===== config.mk =====
export PLATFORM = sky130hd
export DESIGN_NAME = ttd_conv_sequencer
export DESIGN_NICKNAME = d
export VERILOG_FILES = /design/src/rtl/ttd_pkg.sv /design/src/rtl/ttd_sync_edge.sv /design/src/rtl/ttd_conv_sequencer.sv
export SDC_FILE = /design/constraint.sdc
export NUM_CORES = 1
export LEC_CHECK = 0
export ABC_AREA = 1
export CELL_PAD_IN_SITES_DETAIL_PLACEMENT = 1
export CELL_PAD_IN_SITES_GLOBAL_PLACEMENT = 1
export CORE_MARGIN = 2
export CORE_UTILIZATION = 45
export DETAILED_ROUTE_END_ITERATION = 8
export GPL_ROUTABILITY_DRIVEN = 0
export PLACE_DENSITY = 0.9
export SLEW_MARGIN = 40
export SYNTH_ARGS = -nofsm -noshare
export SYNTH_HDL_FRONTEND = slang
export SYNTH_HIERARCHICAL = 1
export SYNTH_SLANG_ARGS = --single-unit

===== constraint.sdc =====
create_clock -name clk -period 8.91 [get_ports clk]
set_input_delay 1.3365 -clock clk [delete_from_list [all_inputs] [get_ports clk]]
set_output_delay 1.3365 -clock clk [all_outputs]
set_load 0.02 [all_outputs]

===== src/rtl/ttd_pkg.sv =====
// Shared types and default parameters for the time-to-digital conversion sequencer.
package ttd_pkg;

  typedef enum logic [2:0] {
    IDLE  = 3'd0,
    DISCH = 3'd1,
    RAMP  = 3'd2,
    CALC  = 3'd3,
    DONE  = 3'd4
  } state_e;

  localparam int DEF_CNT_W       = 11;
  localparam int DEF_OUT_W       = 9;
  localparam int DEF_OFFSET      = 509;
  localparam int DEF_RST_CYCLES  = 16;
  localparam int DEF_AVG_LOG2    = 2;
  localparam int DEF_SYNC_STAGES = 2;

endpackage


===== src/rtl/ttd_sync_edge.sv =====
// Multi-flop synchroniser for the asynchronous comparator output with a rising-edge pulse.
module ttd_sync_edge #(
  parameter int SYNC_STAGES = 2
) (
  input  logic clk,
  input  logic rst,
  input  logic async_in,
  output logic rise
);

  logic [SYNC_STAGES-1:0] sync_r;
  logic                   prev_r;

  // synchroniser chain plus one delayed copy for edge detection
  always_ff @(posedge clk) begin
    if (rst) begin
      sync_r <= '0;
      prev_r <= 1'b0;
    end else begin
      sync_r <= {sync_r[SYNC_STAGES-2:0], async_in};
      prev_r <= sync_r[SYNC_STAGES-1];
    end
  end

  assign rise = sync_r[SYNC_STAGES-1] & ~prev_r;

endmodule


===== src/rtl/ttd_conv_sequencer.sv =====
// Sequences capacitor discharge, ramp timing, offset/saturation, averaging and
// valid/ready hand-off for the comparator/capacitor time-to-digital front end.
module ttd_conv_sequencer
  import ttd_pkg::*;
#(
  parameter int CNT_W       = DEF_CNT_W,
  parameter int OUT_W       = DEF_OUT_W,
  parameter int OFFSET      = DEF_OFFSET,
  parameter int RST_CYCLES  = DEF_RST_CYCLES,
  parameter int AVG_LOG2    = DEF_AVG_LOG2,
  parameter int SYNC_STAGES = DEF_SYNC_STAGES
) (
  input  logic             clk,
  input  logic             rst,
  input  logic             start,
  input  logic             cont,
  input  logic             cmp_in,
  output logic             rst_cap,
  output logic             busy,
  output logic [OUT_W-1:0] data_out,
  output logic             ovf,
  output logic             data_valid,
  input  logic             data_ready
);

  localparam int ACC_W    = OUT_W + AVG_LOG2;
  localparam int IDX_W    = (AVG_LOG2 > 0) ? AVG_LOG2 : 1;
  localparam int IDX_LAST = (1 << AVG_LOG2) - 1;
  localparam logic [CNT_W-1:0] CNT_MAX = '1;
  localparam logic [OUT_W-1:0] SAT     = '1;

  state_e             state_r;
  logic [CNT_W-1:0]   cnt_r;
  logic [IDX_W-1:0]   idx_r;
  logic [ACC_W-1:0]   acc_r;
  logic               tmo_r;
  logic               ovf_flag_r;
  logic               rst_cap_r;
  logic               busy_r;
  logic               data_valid_r;
  logic [OUT_W-1:0]   data_out_r;
  logic               ovf_r;
  logic               rise_s;
  logic [OUT_W-1:0]   sample_s;
  logic [ACC_W-1:0]   acc_next_s;

  // Offset removal with floor at zero and ceiling at full scale; a timeout reads as full scale.
  function automatic logic [OUT_W-1:0] calc_sample(input logic [CNT_W-1:0] cnt,
                                                   input logic             tmo);
    logic [CNT_W:0] diff;
    diff = {1'b0, cnt} - (CNT_W+1)'(OFFSET);
    if (tmo) begin
      calc_sample = SAT;
    end else if (diff[CNT_W]) begin
      calc_sample = '0;
    end else if (diff[CNT_W-1:0] > CNT_W'(SAT)) begin
      calc_sample = SAT;
    end else begin
      calc_sample = diff[OUT_W-1:0];
    end
  endfunction

  ttd_sync_edge #(.SYNC_STAGES(SYNC_STAGES)) u_sync (
    .clk      (clk),
    .rst      (rst),
    .async_in (cmp_in),
    .rise     (rise_s)
  );

  assign sample_s   = calc_sample(cnt_r, tmo_r);
  assign acc_next_s = acc_r + ACC_W'(sample_s);

  // conversion FSM; the shared counter times both discharge and ramp, and holds the capture in CALC
  always_ff @(posedge clk) begin
    if (rst) begin
      state_r      <= IDLE;
      cnt_r        <= '0;
      idx_r        <= '0;
      acc_r        <= '0;
      tmo_r        <= 1'b0;
      ovf_flag_r   <= 1'b0;
      rst_cap_r    <= 1'b1;
      busy_r       <= 1'b0;
      data_valid_r <= 1'b0;
      data_out_r   <= '0;
      ovf_r        <= 1'b0;
    end else begin
      case (state_r)
        IDLE: begin
          if (start || cont) begin
            state_r    <= DISCH;
            busy_r     <= 1'b1;
            cnt_r      <= '0;
            idx_r      <= '0;
            acc_r      <= '0;
            ovf_flag_r <= 1'b0;
          end
        end
        DISCH: begin
          if (cnt_r == CNT_W'(RST_CYCLES - 1)) begin
            state_r   <= RAMP;
            cnt_r     <= '0;
            tmo_r     <= 1'b0;
            rst_cap_r <= 1'b0;
          end else begin
            cnt_r <= cnt_r + CNT_W'(1);
          end
        end
        RAMP: begin
          // at count 0 the previous sync sample still belongs to DISCH, so no edge is accepted
          if (rise_s && (cnt_r != '0)) begin
            state_r   <= CALC;
            rst_cap_r <= 1'b1;
          end else if (cnt_r == CNT_MAX) begin
            state_r   <= CALC;
            tmo_r     <= 1'b1;
            rst_cap_r <= 1'b1;
          end else begin
            cnt_r <= cnt_r + CNT_W'(1);
          end
        end
        CALC: begin
          acc_r      <= acc_next_s;
          ovf_flag_r <= ovf_flag_r | tmo_r;
          if (idx_r == IDX_W'(IDX_LAST)) begin
            state_r      <= DONE;
            data_valid_r <= 1'b1;
            data_out_r   <= acc_next_s[ACC_W-1:AVG_LOG2];
            ovf_r        <= ovf_flag_r | tmo_r;
          end else begin
            state_r <= DISCH;
            idx_r   <= idx_r + IDX_W'(1);
            cnt_r   <= '0;
          end
        end
        DONE: begin
          if (data_ready) begin
            data_valid_r <= 1'b0;
            if (cont) begin
              state_r    <= DISCH;
              cnt_r      <= '0;
              idx_r      <= '0;
              acc_r      <= '0;
              ovf_flag_r <= 1'b0;
            end else begin
              state_r <= IDLE;
              busy_r  <= 1'b0;
            end
          end
        end
        default: begin
          state_r      <= IDLE;
          rst_cap_r    <= 1'b1;
          busy_r       <= 1'b0;
          data_valid_r <= 1'b0;
        end
      endcase
    end
  end

  assign rst_cap    = rst_cap_r;
  assign busy       = busy_r;
  assign data_out   = data_out_r;
  assign ovf        = ovf_r;
  assign data_valid = data_valid_r;

endmodule

# Word-level counts from Yosys, hierarchy flattened
# Cells that the tools add are included.
[classes] n_addsub=4 n_lt_le_gt_ge=1 eq_ne=18 mux=42 n_bitwise=6 n_reduce_logical=19
[ops] operator="two-way mux 11 bit" n=7
[ops] operator="case mux 11 bit (5 select lines)" n=1
[ops] operator="case mux 11 bit (3 select lines)" n=1
[ops] operator="two-way mux 9 bit" n=3
[ops] operator="!= test 2 bit (second input constant)" n=10
[ops] operator="two-way mux 3 bit" n=6
[ops] operator="AND reduction 4 bit" n=4
[ops] operator="case mux 3 bit (5 select lines)" n=1
[ops] operator="two-way mux 1 bit" n=13
[ops] operator="case mux 1 bit (3 select lines)" n=4
[ops] operator="subtractor 11 x 9 -> 12 bit (second input constant)" n=1
[ops] operator="adder 11 x 1 -> 11 bit (second input constant)" n=1
[ops] operator="adder 11 x 9 -> 11 bit" n=1
[ops] operator="== test 11 bit (second input constant)" n=1
[ops] operator="== test 11 x 4 -> 1 bit (second input constant)" n=1
[ops] operator="> comparator 11 x 9 -> 1 bit (second input constant)" n=1
[ops] operator="nonzero test 11 bit" n=1
[ops] operator="OR reduction 3 bit" n=3
[ops] operator="two-way mux 2 bit" n=4
[ops] operator="AND reduction 7 bit" n=1
[ops] operator="== test 3 x 2 -> 1 bit (second input constant)" n=2
[ops] operator="case mux 2 bit (3 select lines)" n=1
[ops] operator="AND reduction 3 bit" n=2
[ops] operator="AND reduction 5 bit" n=1
[ops] operator="16 further kinds" n=19
[totals] reg_bits=45 in_bits=6 output_inout_bits=13

# Depth between registers and ports, before layout
[logic_depth] word_depth=7 mapped_depth=26 ltp_nobuf=25

# Modules after synthesis
# Netlist, hierarchy kept.
[by_module_without_submodules] mod="ttd_conv_sequencer" instances=1 cells_per_inst=481 area_per_inst_um2=3181.8
[by_module_without_submodules] mod="ttd_sync_edge" instances=1 cells_per_inst=10 area_per_inst_um2=86.3

# Worst setup path after synthesis
# OpenSTA, ideal clock, no wires.
[synth_path] path_kind="register -> register" from="register cnt_r[0]" to="register acc_r[6]" t_arrival_ns=3.057 t_required_ns=8.839 slack_ns=5.782 stages_incl_launch_ff=24 n_path_buf=1 synth_period_minus_slack_ns=3.128 path_cell_list="dfxtp_1 clkbuf_2 inv_1 ha_1 nor2_1 nand3_1 nor2_1 nand2_1 nor2_1 nand3_4 nand3_1 nand2_1 nand2_1 ha_1 inv_1 fa_1 inv_1 nand3_1 nand2_1 a21oi_1 or2_2 nand2_1 nand2_1 a21oi_1"
[synth_between] elab_chain_cells=7
[synth_lines] item="start, declared" line="ttd_conv_sequencer.sv:33" rtl="logic [CNT_W-1:0] cnt_r;"
[synth_lines] item="start signal, assigned" line="ttd_conv_sequencer.sv:106" rtl="cnt_r <= cnt_r + CNT_W'(1);"
[synth_lines] item="start signal, assigned" line="ttd_conv_sequencer.sv:119" rtl="cnt_r <= cnt_r + CNT_W'(1);"
[synth_lines] item="subtractor 11 x 9 -> 12 bit *" line="ttd_conv_sequencer.sv:51" rtl="diff = {1'b0, cnt} - (CNT_W+1)'(OFFSET);"
[synth_lines] item="> comparator 11 x 9 -> 1 bit" line="ttd_conv_sequencer.sv:56" rtl="end else if (diff[CNT_W-1:0] > CNT_W'(SAT)) begin"
[synth_lines] item="two-way mux 9 bit" line="ttd_conv_sequencer.sv:56"
[synth_lines] item="two-way mux 9 bit *" line="ttd_conv_sequencer.sv:54" rtl="end else if (diff[CNT_W]) begin"
[synth_lines] item="two-way mux 9 bit *" line="ttd_conv_sequencer.sv:52" rtl="if (tmo) begin"
[synth_lines] item="adder 11 x 9 -> 11 bit *" line="ttd_conv_sequencer.sv:71" rtl="assign acc_next_s = acc_r + ACC_W'(sample_s);"
[synth_lines] item="case mux 11 bit (3 select lines) *" line="ttd_conv_sequencer.sv:88" rtl="case (state_r)"
[synth_lines] item="end signal, assigned" line="ttd_conv_sequencer.sv:123" rtl="acc_r <= acc_next_s;"
[synth_lines] item="end, declared" line="ttd_conv_sequencer.sv:35" rtl="logic [ACC_W-1:0] acc_r;"
# Every way passes the cells marked *; elsewhere a longest branch is shown, timed or not.
# A chain may end at the register's enable or synchronous reset.

# Final worst setup path
# Same ends and word-level chain as after synthesis.

==> results.md <==
- Outcome: finished, final reports clean
- GRT Total Usage: 25.3%
- Layout area overhead: 9.88%
- Via count of the first global-routing pass: between 3000 and 4000
- Mapped cell area: 3270 µm²
- Die X: 89.2 µm
- Via count: 3241
- CP cell instances: inv_1 > ha_1 > nor2_1 > nand3_1 > nor2_1 > nand2_1 > nor2_1 > nand3_4 > nand3_1 > nand2_1 > nand2_1 > ha_1 > inv_1 > fa_1 > inv_1 > nand3_1 > nand2_1 > a21oi_1 > or2_2 > nand2_1 > nand2_1 > a21oi_1
- Critical Path Start: cnt_r[0]
- Max-slew headroom: about 67%
- VDD IR-drop max: approximately 0.00016 V
- Worst EP required: 9.15 ns
- Post-route ant nets: 0
- Reg2reg end: acc_r[6]
- Delay-heaviest family, CP: simple AND/OR/NAND/NOR gates
- Crit-path max cell delay: 0.54 ns
- Fin util: about half
- Reg2Reg Depth: 22
- Die area: roughly 8000 µm²
- Clock root cell: clkbuf_8
- Die height: 89.2 µm
- Commonest cells after routing, fill and taps aside: 148 x nand2_1, 58 x inv_1, 45 x dfxtp_1
- DR WL/cell: 15.7 µm
- PortBufs: 18
- RSZ-0062 raised after global routing: false
- Synth Flop Type: dfxtp_1
- Leak: 1.70 nW
- Worst min-delay path class: flop to flop
- Mean Syn Cell Area: ~6.7 µm²
- Setup-failing EPs final: 0
- Most common cell after layout, fill and taps aside: nand2_1
- Final Hold Viols: 0
- Hold slack: 0.417 ns
- Pin slew with the least headroom to its limit: 0.490 ns
- Startpoint types: flop
- Synth cell types: 44
- Setup TNS: 0 ns
- WL final: 9490 µm
- FFs w/ async S/R, synth: 0%
- Via density per instance: 5.37
- Post-synth EDFFs: 0
- CP endpoint: acc_r[6]
- Placed inst area: 3490 µm²
- Largest net degree at the start of global routing: 32
- Crit-path max FO: 9
- Arr. time, crit path: 3.98 ns
- Final period utilization: 41.9%
- Critical path depth: 22
- TritonRoute pass-1 iters: 4
- Layout net count: 525
- Resize count post-CTS: 0
- DRC viols: 0
- FF+latch count, synth: 45
- Final HPWL DP: between 7000 and 8000 µm
- Most used cell, CP: nand2_1
- Layout cells sized above 1: 12.3%
- # rows: 31
- Crit path time final: between 3 and 4 ns
- Clk pin slew, worst setup/hold paths: roughly 0.11 ns
- Post-Route Skew: 0.00882 ns
- Fin. max-slew vios: 0
- Ant diodes: 0
- Syn. warnings: 6
- Initial DRC count: 97
- Critical path type: flop to flop
- IO Count: 19
- Max H-tree Level: 2
- Core Box Area: a little over 7000 µm²
- Setup Buffers After CTS: 0
- Synthesized Nets: between 500 and 600
- Bufs and invs on worst path: 3
- Max Cap Viol: 0
- Reg2reg start: cnt_r[0]
- PwrDens: 192 nW/µm²
- Clock sinks: 45
- Sequential area share after synthesis: about 28%
- Total gr overflow: 0
- Post-Syn Instances: 491
- Highest clock rate: approximately 0.27 GHz
- Clock buffer depth: 2
- Cts-stage hold buffer count: 0
- Initial antenna violation count: 0
- Starting Density: 45.8%
- R2r setup slk: 5.18 ns
- CP max stage cell: dfxtp_1
- Crit. End Element: flop
- Clock Latency Late Sink: roughly 0.32 ns
- TritonCTS buffer count: 5
- TritonCTS clock tree: built
- First-pass GRT wire length: ~15000 µm
- Finished Cell Area: 3590 µm²
## cells in the mapped netlist (all sizes together), types with 3 or more instances
| master | count | area (µm²) |
|---|---|---|
| nand2 | 165 | 672 |
| inv | 62 | 233 |
| dfxtp | 45 | 901 |
| a21oi | 43 | 253 |
| nand3 | 43 | 260 |
| nor2 | 43 | 234 |
| o21ai | 18 | 90.1 |
| ha | 14 | 175 |
| clkbuf | 8 | 31.3 |
| xor2 | 8 | 70.1 |
| nand4 | 7 | 58.8 |
| buf | 5 | 55.1 |
| nand3b | 4 | 30.0 |
| o21bai | 4 | 30.0 |
| a31oi | 3 | 18.8 |
| clkinv | 3 | 17.5 |
| o21a | 3 | 22.5 |
## logic make-up after synthesis
| kind of cell | Yosys count | share of synthesized area (%) |
|---|---|---|
| buffers and inverters | 78 | 10.3 |
| xor gates and xnor gates | 10 | 2.68 |
| DFF | 45 | 27.6 |
| AOI/OAI and AO/OA | 76 | 13.8 |
| adders and majority gates | 15 | 5.97 |
| and+or+nand+nor | 267 | 39.7 |
## per-stage QoR
stage | power (mW) | instances | setup WS (ns)
after floorplan | 0.467 | 491 | 5.78
after global placement | 0.527 | 596 | 5.53
after detailed placement | 0.542 | 596 | 5.31
after CTS | 0.694 | 604 | 5.23
after global routing | 0.738 | 604 | 4.85
final | 0.690 | 604 | 5.18
## where the power goes
| part | total, mW | internal [mW] | leakage, nW | switching, mW |
|---|---|---|---|---|
| Combinational | 0.305 | 0.0898 | 1.29 | 0.215 |
| Sequential | 0.238 | 0.219 | 0.364 | 0.0191 |
| Clock | 0.147 | 0.0595 | 0.0511 | 0.0879 |
## worst reg2reg max path, stage by stage, from the launching register on
cell	delay, ns
dfxtp_1	0.54
inv_1	0.18
ha_1	0.38
nor2_1	0.14
nand3_1	0.10
nor2_1	0.10
nand2_1	0.05
nor2_1	0.17
nand3_4	0.15
nand3_1	0.12
nand2_1	0.06
nand2_1	0.06
ha_1	0.18
inv_1	0.06
fa_1	0.40
inv_1	0.10
nand3_1	0.08
nand2_1	0.13
a21oi_1	0.09
or2_2	0.28
nand2_1	0.09
nand2_1	0.05
a21oi_1	0.14
## worst min-delay path by stage
| stage | startpoint | to | slack [ns] | cells past startpoint |
|---|---|---|---|---|
| after global routing | u_sync/sync_r[0] | u_sync/sync_r[1] | 0.44 | 2 |
| after floorplan | u_sync/sync_r[0] | u_sync/sync_r[1] | 0.39 | 2 |
| final | u_sync/sync_r[0] | u_sync/sync_r[1] | 0.42 | 2 |
| after detailed placement | u_sync/sync_r[0] | u_sync/sync_r[1] | 0.41 | 2 |
| after CTS | u_sync/sync_r[0] | u_sync/sync_r[1] | 0.42 | 2 |
| after global placement | u_sync/sync_r[0] | u_sync/sync_r[1] | 0.39 | 2 |
## cell type report
cell class	count	area, µm²
inverters	65	250
clock inverters	3	28.8
flip-flops and latches	45	901
well taps	99	124
multi-input cells	368	2030
clock buffers	5	68.8
fillers	980	3550
repair buffers	19	188
## sequential cells by signal, indices dropped and copies added (netlist names)
signal	cells
u_sync/sync_r	2
data_valid	1
ovf_flag_r	1
idx_r	2
rst_cap	1
ovf	1
tmo_r	1
data_out	9
u_sync/prev_r	1
cnt_r	11
busy	1
acc_r	11
state_r	3
## metal layers
| metal | vias up | share of wire, % | GRT usage (%) |
|---|---|---|---|
| li1 | 1595 | - | - |
| met4 | 0 | 1.4 | 8.41 |
| met5 | - | 0 | 0 |
| met3 | 13 | 3.5 | 4.43 |
| met2 | 44 | 49 | 42.4 |
| met1 | 1589 | 46 | 33.0 |
Note: power is estimated with default switching activity, not from simulation.
